==> config.mk <==
export PLATFORM = sky130hd
export DESIGN_NAME = seg7_scan_decoder
export DESIGN_NICKNAME = d
export VERILOG_FILES = /design/src/rtl/seg7_pkg.sv /design/src/rtl/seg7_pattern_decode.sv /design/src/rtl/seg7_scan_decoder.sv
export SDC_FILE = /design/constraint.sdc
export NUM_CORES = 1
export LEC_CHECK = 0
export ABC_AREA = 1
export CORE_MARGIN = 2
export CORE_UTILIZATION = 25
export DETAILED_ROUTE_END_ITERATION = 7
export PLACE_DENSITY = 0.41
export SETUP_SLACK_MARGIN = 0.1
export SLEW_MARGIN = 20
export SYNTH_ARGS = -nofsm -noshare
export SYNTH_HDL_FRONTEND = slang
export SYNTH_SLANG_ARGS = --single-unit
==> constraint.sdc <==
create_clock -name Clk -period 3.81 [get_ports Clk]
set_clock_uncertainty 0.2 [all_clocks]
set_input_delay 0.9525 -clock Clk [delete_from_list [all_inputs] [get_ports Clk]]
set_output_delay 0.9525 -clock Clk [all_outputs]
set_load 0.02 [all_outputs]
==> src/rtl/seg7_pkg.sv <==
// seg7_pkg: shared constants for the seven-segment scan decoder.
//   - Active-low segment patterns for hex 0..F (bit0=a .. bit5=f, bit6=g)
//   - SEG_BLANK: all segments off
//   - state_e: capture state machine encoding
package seg7_pkg;

  localparam logic [6:0] SEG_0     = 7'h40;
  localparam logic [6:0] SEG_1     = 7'h79;
  localparam logic [6:0] SEG_2     = 7'h24;
  localparam logic [6:0] SEG_3     = 7'h30;
  localparam logic [6:0] SEG_4     = 7'h19;
  localparam logic [6:0] SEG_5     = 7'h12;
  localparam logic [6:0] SEG_6     = 7'h02;
  localparam logic [6:0] SEG_7     = 7'h78;
  localparam logic [6:0] SEG_8     = 7'h00;
  localparam logic [6:0] SEG_9     = 7'h10;
  localparam logic [6:0] SEG_A     = 7'h08;
  localparam logic [6:0] SEG_B     = 7'h03;
  localparam logic [6:0] SEG_C     = 7'h46;
  localparam logic [6:0] SEG_D     = 7'h21;
  localparam logic [6:0] SEG_E     = 7'h06;
  localparam logic [6:0] SEG_F     = 7'h0E;
  localparam logic [6:0] SEG_BLANK = 7'h7F;

  typedef enum logic [1:0] {IDLE, SETTLE, HOLD} state_e;

endpackage

==> src/rtl/seg7_pattern_decode.sv <==
// seg7_pattern_decode: combinational inverse of the hex-to-segment encoder.
// Ports:
//   seg   in  7  active-low segment pattern
//   val   out 4  decoded nibble (0 for blank or illegal patterns)
//   err   out 1  pattern is neither a hex digit nor blank
//   blank out 1  pattern is all segments off
module seg7_pattern_decode
  import seg7_pkg::*;
(
  input  logic [6:0] seg,
  output logic [3:0] val,
  output logic       err,
  output logic       blank
);

  always_comb begin
    val   = 4'h0;
    err   = 1'b0;
    blank = 1'b0;
    case (seg)
      SEG_0:     val = 4'h0;
      SEG_1:     val = 4'h1;
      SEG_2:     val = 4'h2;
      SEG_3:     val = 4'h3;
      SEG_4:     val = 4'h4;
      SEG_5:     val = 4'h5;
      SEG_6:     val = 4'h6;
      SEG_7:     val = 4'h7;
      SEG_8:     val = 4'h8;
      SEG_9:     val = 4'h9;
      SEG_A:     val = 4'hA;
      SEG_B:     val = 4'hB;
      SEG_C:     val = 4'hC;
      SEG_D:     val = 4'hD;
      SEG_E:     val = 4'hE;
      SEG_F:     val = 4'hF;
      SEG_BLANK: blank = 1'b1;
      default:   err = 1'b1;
    endcase
  end

endmodule

==> src/rtl/seg7_scan_decoder.sv <==
// seg7_scan_decoder: monitors multiplexed active-low seven-segment lines, waits for each
// digit to settle, decodes it back to a nibble and reports complete sweeps as frames.
// Ports:
//   Clk, Reset   clock; asynchronous active-high reset
//   seg_n        active-low segment lines (bit0=a .. bit6=g)
//   an_n         active-low digit enables
//   digit_valid  one-cycle pulse per captured digit; digit_idx/val/err/blank describe it
//   frame_valid  one-cycle pulse once every digit has been captured since the last frame
//   frame_data   nibble of digit i in bits [4i+3:4i]; frame_err flags any error in frame
module seg7_scan_decoder
  import seg7_pkg::*;
#(
  parameter int unsigned NUM_DIGITS    = 4,
  parameter int unsigned STABLE_CYCLES = 16
) (
  input  logic                          Clk,
  input  logic                          Reset,
  input  logic [6:0]                    seg_n,
  input  logic [NUM_DIGITS-1:0]         an_n,
  output logic                          digit_valid,
  output logic [$clog2(NUM_DIGITS)-1:0] digit_idx,
  output logic [3:0]                    digit_val,
  output logic                          digit_err,
  output logic                          digit_blank,
  output logic                          frame_valid,
  output logic [4*NUM_DIGITS-1:0]       frame_data,
  output logic                          frame_err
);

  localparam int unsigned IdxW = $clog2(NUM_DIGITS);
  localparam int unsigned CntW = $clog2(STABLE_CYCLES + 1);
  localparam logic [CntW-1:0] CntMax  = CntW'(STABLE_CYCLES);
  localparam logic [CntW-1:0] CntLast = CntW'(STABLE_CYCLES - 1);

  // Two-flop synchronizer plus one extra stage holding the previous synchronized sample.
  logic [6:0]            seg_meta, s_seg, seg_prev;
  logic [NUM_DIGITS-1:0] an_meta, s_an, an_prev;

  always_ff @(posedge Clk or posedge Reset) begin
    if (Reset) begin
      seg_meta <= '1;
      s_seg    <= '1;
      seg_prev <= '1;
      an_meta  <= '1;
      s_an     <= '1;
      an_prev  <= '1;
    end else begin
      seg_meta <= seg_n;
      s_seg    <= seg_meta;
      seg_prev <= s_seg;
      an_meta  <= an_n;
      s_an     <= an_meta;
      an_prev  <= s_an;
    end
  end

  logic [3:0] dec_val;
  logic       dec_err, dec_blank;

  seg7_pattern_decode u_decode (
    .seg   (s_seg),
    .val   (dec_val),
    .err   (dec_err),
    .blank (dec_blank)
  );

  state_e          state_q, state_d;
  logic [CntW-1:0] cnt_q, cnt_d;
  logic            an_onehot, same, capture;
  logic [IdxW-1:0] active_idx;

  always_comb begin
    an_onehot  = ($countones(~s_an) == 1);
    same       = (s_an == an_prev) && (s_seg == seg_prev);
    active_idx = '0;
    for (int unsigned i = 0; i < NUM_DIGITS; i++) begin
      if (!s_an[i]) active_idx = IdxW'(i);
    end
  end

  always_comb begin
    state_d = state_q;
    cnt_d   = cnt_q;
    capture = 1'b0;
    unique case (state_q)
      IDLE: begin
        cnt_d = '0;
        if (an_onehot) begin
          state_d = SETTLE;
          cnt_d   = CntW'(1);
        end
      end
      SETTLE: begin
        if (!an_onehot) begin
          state_d = IDLE;
          cnt_d   = '0;
        end else if (!same) begin
          cnt_d = CntW'(1);
        end else begin
          if (cnt_q != CntMax) cnt_d = cnt_q + 1'b1;
          if (cnt_q == CntLast) begin
            capture = 1'b1;
            state_d = HOLD;
          end
        end
      end
      HOLD: begin
        if (!an_onehot) begin
          state_d = IDLE;
          cnt_d   = '0;
        end else if (!same) begin
          state_d = SETTLE;
          cnt_d   = CntW'(1);
        end
      end
      default: begin
        state_d = IDLE;
        cnt_d   = '0;
      end
    endcase
  end

  always_ff @(posedge Clk or posedge Reset) begin
    if (Reset) begin
      state_q <= IDLE;
      cnt_q   <= '0;
    end else begin
      state_q <= state_d;
      cnt_q   <= cnt_d;
    end
  end

  // Frame accumulation. A frame completing this cycle releases the mask before the
  // current capture is merged, so a simultaneous capture starts the next frame.
  logic [4*NUM_DIGITS-1:0] digits_q;
  logic [NUM_DIGITS-1:0]   mask_q, mask_d;
  logic                    err_acc_q, err_acc_d;
  logic                    frame_done;
  logic [3:0]              cap_val;

  always_comb begin
    frame_done = &mask_q;
    cap_val    = (dec_err || dec_blank) ? 4'h0 : dec_val;
    mask_d     = frame_done ? '0 : mask_q;
    err_acc_d  = frame_done ? 1'b0 : err_acc_q;
    if (capture) begin
      mask_d[active_idx] = 1'b1;
      err_acc_d          = err_acc_d | dec_err;
    end
  end

  always_ff @(posedge Clk or posedge Reset) begin
    if (Reset) begin
      digits_q    <= '0;
      mask_q      <= '0;
      err_acc_q   <= 1'b0;
      digit_valid <= 1'b0;
      digit_idx   <= '0;
      digit_val   <= 4'h0;
      digit_err   <= 1'b0;
      digit_blank <= 1'b0;
      frame_valid <= 1'b0;
      frame_data  <= '0;
      frame_err   <= 1'b0;
    end else begin
      mask_q      <= mask_d;
      err_acc_q   <= err_acc_d;
      digit_valid <= capture;
      frame_valid <= frame_done;
      if (capture) begin
        digits_q[4*active_idx +: 4] <= cap_val;
        digit_idx   <= active_idx;
        digit_val   <= cap_val;
        digit_err   <= dec_err;
        digit_blank <= dec_blank;
      end
      if (frame_done) begin
        frame_data <= digits_q;
        frame_err  <= err_acc_q;
      end
    end
  end

endmodule

======== Word-level counts from Yosys, hierarchy flattened ========
Index checks and enable logic that the tools add are counted.
storage, ports and cells
  bits in registers ....................... 88
  latch bits .............................. 0
  memory bits (writable) .................. 0
  ROM bits ................................ 0
  input bits .............................. 13
  output and inout bits ................... 27
  memories kept ........................... 0
cells by class
  $add $sub $neg .......................... 5
  $mul .................................... 0
  div/mod/pow operators ................... 0
  order comparisons ....................... 2
  eq/ne operators ......................... 28
  shifts and indexed selects .............. 2
  multiplexer cells ....................... 32
  bitwise gates (word level) .............. 3
  reduce and logical (&&, ||, !) cells .... 9
operator list
  kind                                                                      count
  4-bit case mux with 15 select lines                                       1
  7-bit == test (second input constant)                                     5
  4-bit negation with 34-bit output                                         1
  4-bit by 34-bit variable shift with 16-bit output (first input constant)  1
  4-bit by 34-bit indexed part select with 16-bit output                    1
  5-bit 2-to-1 mux                                                          5
  7-bit by 5-bit == test with 1-bit output (second input constant)          3
  7-bit by 6-bit == test with 1-bit output (second input constant)          3
  17-bit OR reduction                                                       1
  16-bit bitwise mux                                                        1
  2-bit 2-to-1 mux                                                          8
  5-bit case mux with 3 select lines                                        1
  7-bit by 2-bit == test with 1-bit output (second input constant)          2
  7-bit by 4-bit == test with 1-bit output (second input constant)          2
  4-bit 2-to-1 mux                                                          3
  1-bit 2-to-1 mux                                                          11
  3-bit inequality test (second input constant)                             3
  4-bit AND reduction                                                       2
  7-bit by 3-bit == test with 1-bit output (second input constant)          1
  7-bit == test                                                             1
  7-bit logical NOT                                                         1
  2-bit case mux with 3 select lines                                        1
  5-bit by 1-bit adder with 5-bit output (second input constant)            1
  5-bit by 4-bit == test with 1-bit output (second input constant)          1
  19 further kinds                                                          21

======== Logic depth before layout (Yosys ltp) ========
  depth after elaboration ................. 9
  mapped depth ............................ 13

======== Cells and area by module ========
Synthesis repeated with hierarchy kept, for this count alone.
unflattened totals
  cell total of the unflattened synthesis .. 454
  area total of the unflattened synthesis .. 3913.8 sq um
modules (own cells, without submodules)
  module               times used  cells an instance  area an instance (sq um)  seq. area each (sq um)
  seg7_scan_decoder    1           377                3559.7                    2243.4
  seg7_pattern_decode  1           77                 354.1                     0.0

======== Worst setup path before layout ========
Ideal clock, no wire load.
  path kind ............................... register -> register
  start ................................... reg s_an[3]
  end ..................................... reg digits_q[4]
  arrival time ............................ 2417 ps
  slack ................................... 1076 ps
  stages on the path, launching flop included .. 14
  buffers on the path ..................... 1
  clock period less this slack ............ 2734 ps
  path through ............................ dfstp_2 -> fa_1 -> inv_1 -> ha_1 -> ha_1 -> nor3_2 -> inv_1 -> nor2_2 -> nand4_4 -> nor2_4 -> buf_6 -> nand2_4 -> nand2_1 -> nand2_1
on the way
  longest elaborated chain between the ends .. 6
  elaborated cells on any way between the ends .. 14
  those cells by class .................... add/sub (3); eq/ne (2); shift (2); mux (5); bitwise (1); reduce/logical (1)
RTL lines
  element                                                                    RTL line                  source
  start: declaration                                                         seg7_scan_decoder.sv:37   logic [NUM_DIGITS-1:0] an_meta, s_an, an_prev;
  start signal: assignment                                                   seg7_scan_decoder.sv:52   s_an <= an_meta;
  branches (longest 6 deep; another with 4-bit negation with 34-bit output)  -
  end signal: indexed assignment                                             seg7_scan_decoder.sv:171  digits_q[4*active_idx +: 4] <= cap_val;
  end: declaration                                                           seg7_scan_decoder.sv:135  logic [4*NUM_DIGITS-1:0] digits_q;
Several ways; the timed one is not identified.
A chain may end at the register's enable or synchronous reset.

======== Worst setup path after layout ========
  start ................................... reg s_an[1]
  end ..................................... reg digits_q[2]
on the way
  longest elaborated chain between the ends .. 6
  elaborated cells on any way between the ends .. 16
  those cells by class .................... add/sub (3); eq/ne (2); shift (2); mux (7); bitwise (1); reduce/logical (1)
RTL lines
  element                                                                                        RTL line
  1-bit 2-to-1 mux or 4-bit NOT (tied branches)                                                  seg7_scan_decoder.sv:77, seg7_scan_decoder.sv:73
  2-bit 2-to-1 mux or 1-bit by 1-bit adder with 2-bit output (tied branches)                     seg7_scan_decoder.sv:77, seg7_scan_decoder.sv:73
  2-bit 2-to-1 mux or 2-bit by 2-bit adder with 3-bit output (tied branches)                     seg7_scan_decoder.sv:77, seg7_scan_decoder.sv:73
  4-bit negation with 34-bit output or 3-bit by 1-bit == test with 1-bit output (tied branches)  seg7_scan_decoder.sv:171, seg7_scan_decoder.sv:73
  4-bit by 34-bit indexed part select with 16-bit output (tied with other cells)                 seg7_scan_decoder.sv:171
  16-bit bitwise mux or 1-bit 2-to-1 mux (tied branches)                                         seg7_scan_decoder.sv:171, seg7_scan_decoder.sv:85
Parallel ways exist; a longest one is shown, timed or not.

==> impl_table.tex <==
\begin{tabular}{lr}
\hline
Metric & Value \\
\hline
\multicolumn{2}{l}{\textbf{Global route}} \\
Overflow left after global routing & 0 \\
Met2 Use GR & approximately 17\% \\
Grt peak-use layer & met2 \\
Number of antenna violations at the first check in global routing & 0 \\
Gr usage total & approximately 11\% \\
Vias in the first global route & between 2000 and 3000 \\
M1 GR Usage & 13.4\% \\
Global-route wire length before repair & between 10000 and 15000 um \\
Largest net degree at the start of global routing & 57 \\
Fraction of met3 tracks used by global routing & around 4.2\% \\
\multicolumn{2}{l}{\textbf{Routing}} \\
DRT Pass-1 Iters & 4 \\
Detailed-route vias per instance & 4.07 \\
Total vias in the final route & $\sim$2700 \\
Final wirelength & between 7000 and 8000 um \\
Post-DRT Antenna Nets & 0 \\
Drt initial violations & 138 \\
Routed wirelength normalized by instance count & about 12 um \\
DRC violations left & 0 \\
\multicolumn{2}{l}{\textbf{Setup path}} \\
Data arrival time of the worst path & roughly 3400 ps \\
Crit path max fanout & 13 \\
Reg2Reg Setup Slack & slightly below 500 ps \\
CP max stage cell & dfstp\_2 \\
Start of the worst register-to-register path & s\_an[1] \\
Depth of the most critical reg-to-reg path & 12 \\
Largest incremental delay on the critical path & around 650 ps \\
Cell chain of the critical path & fa\_1 -> inv\_1 -> ha\_1 -> ha\_1 -> nor3\_2 -> inv\_1 -> nor2\_2 -> nand4\_4 -> nor2\_4 -> nand2\_1 -> nand2\_1 -> nand2\_1 \\
Capturing point of the worst reg2reg path & digits\_q[2] \\
Worst setup path category & flip-flop to flip-flop \\
Setup crit start kind & flip-flop \\
CP Data Required Time & $\sim$3800 ps \\
Critical path endpoint category & flip-flop \\
Cell with the most instances on the worst path & nand2\_1 \\
\multicolumn{2}{l}{\textbf{Timing}} \\
Tightest hold margin & between 150 and 200 ps \\
Total negative slack & 0 ps \\
Transition at the pin with the smallest max-transition slack & between 500 and 600 ps \\
Hold violation total from the final report & 0 \\
Worst slew slack as a fraction of its limit & 60.2\% \\
RSZ-0062 raised after global routing & false \\
Number of max-slew violations in the final report & 0 \\
Period utilization & 87.0\% \\
Setup violations, final & 0 \\
Min Tclk post-route & around 3300 ps \\
Max Clock Freq & 302 MHz \\
\multicolumn{2}{l}{\textbf{Finish}} \\
Fillers & 1608 \\
Sequential cell area & around 0.0022 mm\^{}2 \\
Antenna fix cells & 0 \\
Post-route cell area & 0.00468 mm\^{}2 \\
Layout Nets & a little under 500 \\
Highest-count cells in the layout ignoring fill and taps & nand2\_1 (168), dfrtp\_1 (55), inv\_1 (45), clkdlybuf4s50\_1 (39), dfstp\_2 (33) \\
Multi-input combinational cell area & about 0.0013 mm\^{}2 \\
Fraction of layout cells with a size suffix above 1 & 14.6\% \\
Area Growth Syn to Fin & 22.6\% \\
Most frequent standard cell in the layout excluding fill and tap cells & nand2\_1 \\
\multicolumn{2}{l}{\textbf{Placed design}} \\
Count of port buffers added during placement & 39 \\
HPWL reported at the end of detailed placement & roughly 5600 um \\
Placed instance area & around 0.0044 mm\^{}2 \\
Final estimated routing congestion in global placement & just under 0.8 \\
\multicolumn{2}{l}{\textbf{Min path}} \\
Cells on Worst Hold Path & 0 \\
Startpoint of the most critical hold path & seg\_meta[5] \\
Path type of the worst min-delay path & flip-flop to flip-flop \\
Destination of the worst hold path & s\_seg[5] \\
\multicolumn{2}{l}{\textbf{Floorplan}} \\
Core outline area & $\sim$0.015 mm\^{}2 \\
Die boundary height & 128 um \\
Die Wd & between 100 and 150 um \\
Die area & $\sim$0.016 mm\^{}2 \\
Number of primary I/O pins & 40 \\
Effective utilization at floorplan & between 20\% and 30\% \\
Number of placement rows & 45 \\
\multicolumn{2}{l}{\textbf{Clocking}} \\
Total of cells resized after clock tree synthesis & 0 \\
Number of buffers created by CTS & 9 \\
Clock sink count & 88 \\
Maximum clock insertion buffer count & 2 \\
Root Driver & clkbuf\_16 \\
H-tree levels & 3 \\
CTS tree & yes \\
Post-CTS Repair Setup Buffers & 0 \\
Register clock-pin slew on the reported worst setup and hold paths & 60 ps \\
Clock latency at the later pin of the worst-skew pair & $\sim$350 ps \\
Hold-fix buffer count after cts & 0 \\
\multicolumn{2}{l}{\textbf{Pwr}} \\
PD cells & slightly above 400 mW/mm\^{}2 \\
Leakage & between 2 and 2.5 nW \\
Largest voltage drop on the vdd net & between 0.3 and 0.4 mV \\
Internal Power & between 1 and 1.5 mW \\
Seq pwr share & $\sim$52\% \\
Reported net switching power & 0.447 mW \\
Final Total Pwr & 1.92 mW \\
Logic pwr share & between 5 and 6\% \\
Switching power share of the total & 23.3\% \\
Power share of the clock group & between 40 and 50\% \\
\multicolumn{2}{l}{\textbf{Yosys}} \\
Synth cell types & 33 \\
Flops \& latches, synth & 88 \\
Post-synthesis instance total & between 400 and 500 \\
Mean area per synthesized cell & 9.01 um\^{}2 \\
Seq/Total Area, Yosys & 58.7\% \\
Nets in the synthesized netlist & around 440 \\
Synth Warn \# & 0 \\
Combined area of all synthesized cells & $\sim$0.0038 mm\^{}2 \\
\multicolumn{2}{l}{\textbf{Job}} \\
Number of violations of the max-capacitance limit & 0 \\
\multicolumn{2}{l}{\textbf{Run status}} \\
Outcome & completed \\
\hline
\end{tabular}
area by class of cell:
type,count,share of cell area (%)
flip-flops and latches,88,47.9
clock inverters,3,0.401
inverters,50,4.11
well taps,188,5.02
multi-input cells,278,28.3
clock buffers,13,5.34
repair buffers,41,8.92
routing by layer:
metal  vias to the layer above  wire length (um)
met5                         -                 0
met4                         0               182
met3                        15               335
met2                        39              3590
met1                      1239              3670
li1                       1395                 -
stage by stage:
stage,setup WS (ps),utilization [%],instances
final,496,31.0,661
after floorplan,434,-,424
after global placement,581,29.3,645
after detailed placement,483,29.3,645
after global routing,227,31.0,661
after CTS,468,31.0,661
how the worst max path moves through the flow:
stage	start	to	slack, ps	cells after the start
after global routing	s_an[1]	digits_q[2]	230	12
final	s_an[1]	digits_q[2]	500	12
after detailed placement	s_an[1]	digits_q[2]	480	12
after floorplan	Reset	cnt_q[0]	430	1
after global placement	s_an[1]	digits_q[0]	580	12
after CTS	s_an[1]	digits_q[2]	470	12
sequential cells by signal (all words and copies together), names as in the netlist, 2 cells and up:
name	cells
an_meta	4
an_prev	4
cnt_q	5
digit_idx	2
digit_val	4
digits_q	16
frame_data	16
mask_q	4
s_an	4
s_seg	7
seg_meta	7
seg_prev	7
state_q	2
synthesized netlist by cell type, drive strengths merged:
library cell	number	area [um^2]
nand2	172	671
dfrtp	55	1380
inv	48	183
dfstp	33	867
nor2	33	144
nand3	22	110
o21ai	16	98.8
nand4	9	71.3
nor3	6	35.0
a21oi	5	25.0
buf	5	50.0
ha	5	62.6
xnor2	5	58.8
clkbuf	3	11.3
clkinv	2	8.75
a31oi	1	6.26
fa	1	20.0
nor4	1	6.26
o211ai	1	7.51
xor2	1	8.76
power groups by stage:
| stage | clock network (mW) | registers [mW] | logic, mW |
|---|---|---|---|
| 4_1_cts | 0.849 | 0.997 | 0.114 |
| 6_report | 0.812 | 0.997 | 0.111 |
| 2_1_floorplan | 0 | 1.00 | 0.0837 |
| 3_3_place_gp | 0 | 1.01 | 0.113 |
| 3_5_place_dp | 0 | 1.01 | 0.114 |
| 5_1_grt | 0.890 | 1.00 | 0.129 |
worst max-delay path: cells and delay by family (launching register included):
kind | cells | cell delay [ps]
DFF | 1 | 650
buffers and inverters | 2 | 170
adders and majority gates | 3 | 820
and+or+nand+nor | 7 | 1370
cells by family (layout without fill, tap and decap cells):
family                   Yosys count  after routing  share of synthesized area (%)
buffers and inverters             58            107                           6.61
AND/OR/NAND/NOR                  243            243                           27.1
XOR/XNOR                           6              6                           1.77
adder cells (fa/ha/maj)            6              6                           2.16
AO/OA/AOI/OAI                     23             23                           3.60
flip-flops                        88             88                           58.7
(Power assumes the default switching activity.)
